[src/rtl/rr_arb3.sv]
// Three-way round-robin arbiter for a single multi-cycle shared resource.
// Grants are held until done, withdrawal, or watchdog expiry; priority rotates past each owner.
module rr_arb3 #(
  parameter int MAX_HOLD = 8,
  parameter int CW       = 4
) (
  input  logic          clk,
  input  logic          rst,
  input  logic [2:0]    req,
  input  logic          done,
  output logic [2:0]    gnt,
  output logic          busy,
  output logic [1:0]    owner,
  output logic          to_pulse,
  output logic [CW-1:0] hold_cnt
);

  typedef enum logic [2:0] {
    IDLE  = 3'b001,
    GRANT = 3'b010,
    REL   = 3'b100
  } state_t;

  state_t        state_reg, state_next;
  logic [1:0]    ptr_reg, ptr_next;
  logic [2:0]    gnt_reg, gnt_next;
  logic [1:0]    owner_reg, owner_next;
  logic          to_pulse_reg, to_pulse_next;
  logic [CW-1:0] hold_cnt_reg, hold_cnt_next;

  // Candidate gi is the requester at priority rank gi, counting from ptr mod 3.
  logic [1:0] cand_idx [3];
  logic [2:0] cand_req;
  logic [1:0] sel_idx;
  logic [1:0] ptr_after_owner;

  genvar gi;
  generate
    for (gi = 0; gi < 3; gi++) begin : g_cand
      logic [2:0] sum;
      assign sum           = {1'b0, ptr_reg} + 3'(gi);
      assign cand_idx[gi]  = (sum >= 3'd3) ? 2'(sum - 3'd3) : sum[1:0];
      assign cand_req[gi]  = req[cand_idx[gi]];
    end
  endgenerate

  assign sel_idx = cand_req[0] ? cand_idx[0] :
                   cand_req[1] ? cand_idx[1] : cand_idx[2];

  assign ptr_after_owner = (owner_reg == 2'd2) ? 2'd0 : owner_reg + 2'd1;

  always_ff @(posedge clk or posedge rst) begin
    if (rst) begin
      state_reg    <= IDLE;
      ptr_reg      <= 2'd0;
      gnt_reg      <= 3'b000;
      owner_reg    <= 2'd0;
      to_pulse_reg <= 1'b0;
      hold_cnt_reg <= '0;
    end else begin
      state_reg    <= state_next;
      ptr_reg      <= ptr_next;
      gnt_reg      <= gnt_next;
      owner_reg    <= owner_next;
      to_pulse_reg <= to_pulse_next;
      hold_cnt_reg <= hold_cnt_next;
    end
  end

  always_comb begin
    state_next    = state_reg;
    ptr_next      = ptr_reg;
    gnt_next      = gnt_reg;
    owner_next    = owner_reg;
    to_pulse_next = 1'b0;
    hold_cnt_next = hold_cnt_reg;
    case (state_reg)
      IDLE: begin
        if (|req) begin
          state_next    = GRANT;
          gnt_next      = 3'b001 << sel_idx;
          owner_next    = sel_idx;
          hold_cnt_next = '0;
        end
      end
      GRANT: begin
        // done outranks the watchdog, so a simultaneous completion is not a timeout.
        if (done || !req[owner_reg] || (hold_cnt_reg == CW'(MAX_HOLD - 1))) begin
          state_next    = REL;
          gnt_next      = 3'b000;
          ptr_next      = ptr_after_owner;
          to_pulse_next = !done && req[owner_reg];
        end else begin
          hold_cnt_next = hold_cnt_reg + 1'b1;
        end
      end
      REL: begin
        state_next = IDLE;
      end
      default: begin
        state_next = IDLE;
        gnt_next   = 3'b000;
      end
    endcase
  end

  assign gnt      = gnt_reg;
  assign busy     = |gnt_reg;
  assign owner    = owner_reg;
  assign to_pulse = to_pulse_reg;
  assign hold_cnt = hold_cnt_reg;

endmodule

[config.mk]
export PLATFORM = sky130hd
export DESIGN_NAME = rr_arb3
export DESIGN_NICKNAME = d
export VERILOG_FILES = /design/src/rtl/rr_arb3.sv
export SDC_FILE = /design/constraint.sdc
export NUM_CORES = 1
export LEC_CHECK = 0
export BUFFER_PORTS_ARGS = -buffer_cell sky130_fd_sc_hd__buf_2
export CORE_UTILIZATION = 50
export CTS_CLUSTER_SIZE = 24
export DETAILED_ROUTE_END_ITERATION = 8
export HOLD_SLACK_MARGIN = 0.12
export PLACE_DENSITY = 0.7
export SLEW_MARGIN = 20
export SYNTH_ARGS = -nofsm -noshare
export SYNTH_HDL_FRONTEND = slang
export SYNTH_SLANG_ARGS = --single-unit
export TNS_END_PERCENT = 100
[constraint.sdc]
create_clock -name clk -period 4.15 [get_ports clk]
set_input_delay 0.6225 -clock clk [delete_from_list [all_inputs] [get_ports clk]]
set_output_delay 0.6225 -clock clk [all_outputs]
set_load 0.1 [all_outputs]
==> impl_metrics.yaml <==
logic_synthesis:
  synth_edf_count: 0
  syn_area_per_cell_um2: 9.74
  synthDistinctLibCells: 35
  synth_seq_cells: 15
  synth_seq_area_share_pct: 41.1
  synthDominantCellAreaShare_pct: 38.3
  async_reset_ff_share_pct: 100
  yosys_warnings: 0
  yosys-top-cells-area: "dfrtp_1 38%, ha_1 6.8%, nand2b_1 3.4%"
  yosys.area.top_type: "dfrtp_1"
  syn_inst: 94
  synthFlopType: "dfrtp_1"
  syn_area_um2: 916
  synth_nets: 105
floorplanning:
  die_h_um: 44.8
  core_um2: 1730
  die-area_um2: 2010
  rows: 15
  die_w_um: 44.8
  start_util_pct: 53.0
  ios: 17
cells_and_area:
  final_cell_mix: "16 x buf_2, 14 x dfrtp_1, 8 x inv_1, 7 x nand2_1, 6 x o21ai_1"
  n_antenna_cell: 0
  fin_cells: 138
  largest_reg_flops: 4
  area_growth_pct: 14.6
  final_common_cell: "buf_2"
  fill_cells: 164
  nets: 125
  postLayoutCellArea_um2: 1050
  drive_above_1_share_pct: 24.8
global_route:
  grt_max_degree: 16
  antenna_found_initial: 0
  grt_pass1_wl_um: 2700
  globalRouteTotalUtil_pct: 19.1
  grt.overflow.total: 0
  grt_pass1_vias: 607
detailed_routing:
  wl_um: 1710
  drc: 0
  routed_via_density: 5.32
  routedWlPerCell_um: 12.4
  drt_iter0_drc: 13
  num_vias: 734
  ant_nets: 0
  drt-pass1-iter-count: 4
timing:
  slew_viol_final: 0
  period_share_pct: 47.3
  slew_headroom_pct: 61.8
  timing.final.crit_period_ns: 1.96
  clock_skew_ns: 0.00809
  setup_viol: 0
  tightest_slew_ns: 0.572
  hold_viol_final: 0
  fin_setup_tns_ns: 0
  fmax_ghz: 0.510
  rsz0062_at_grt: "false"
setup_path:
  crit_path_start: "gnt[0]"
  worst_setup_path_end_kind: "primary output"
  cp.arrival_ns: 1.34
  rr_startpoint: "ptr_reg[0]"
  cp.required_ns: 3.53
  start_kind: "flop"
  setup.worst_path.class: "flop to primary output"
  cp_max_fo: 3
cts:
  cts_root_buf: "clkbuf_4"
  cts_max_level: 1
  clock_path_buffers: 2
  holdBufCountCts: 0
  post-cts-setup-buffers: 0
  clk_pin_slew_ns: 0.09
  cts_tree: "built"
  cts_buffers: 3
  cts_resized: 0
  clock_latency_ns: 0.29
  cts_num_sinks: 15
placement:
  io_buffers: 16
  placed_cells: 134
  placed_cell_area_um2: 1020
  hpwl_um: 1290
  place.gp.congestion: 0.807
run_status:
  status: "completed"
worst_hold_path:
  hp-class: "input port to async pin"
flow_run:
  drv_cap: 0
[worst max-delay path, stage by stage (launching register included)]
cell and delay [ns]:
dfrtp_1 0.40, or3_1 0.36, buf_2 0.29
[logic make-up after synthesis]
group	Yosys count	share of synthesized area, %
buffers and inverters	9	3.69
adders and majority gates	5	6.83
DFF	15	41.1
and+or+nand+nor	37	25.1
muxes	6	6.97
AOI/OAI and AO/OA	22	16.3
[worst paths after layout]
check,end,slack [ns],cells past startpoint
hold reg to reg,gnt[2],0.50,1
hold / removal,gnt[1],0.37,2
setup reg to reg,gnt[0],2.27,6
min in group clk,gnt[2],0.50,1
max in group asynchronous,hold_cnt[2],3.40,2
setup / recovery,busy,2.19,2
[metrics by stage]
step / setup slack [ns] / hold WS (ns) / util, %
floorplan: 1.80 / 0.523 / -
global placement: 2.20 / 0.482 / 59.3
detailed placement: 2.18 / 0.480 / 59.3
CTS: 2.18 / 0.386 / 60.8
global route: 2.13 / 0.425 / 60.8
finish: 2.19 / 0.369 / 60.8
[final cells by class]
| class | count | area, um^2 | share of cell area, % |
|---|---|---|---|
| clock buffer | 4 | 26.3 | 2.50 |
| multi-input combinational | 70 | 505 | 48.2 |
| sequential | 15 | 377 | 35.9 |
| timing repair buffer | 16 | 80.1 | 7.63 |
| tap | 25 | 31.3 | 2.98 |
| inverter | 8 | 30.0 | 2.86 |
[routing by layer]
| layer | track usage, % | up-vias | wire (um) |
|---|---|---|---|
| li1 | - | 372 | - |
| met1 | 26.4 | 345 | 786 |
| met2 | 29.1 | 12 | 830 |
| met3 | 2.40 | 5 | 43 |
| met4 | 10.9 | 0 | 46 |
| met5 | 0 | - | 0 |
[synthesized netlist by cell type, types with 4 or more instances]
cell and n:
o21ai_0 5, nand2b_1 5, nand3_1 4, nand2_1 7
ha_1 5, inv_1 8, dfrtp_1 14, o21ai_1 6
Power is not shown: default switching activity piles up to over one toggle a cycle in this logic, so the estimate is an artifact.
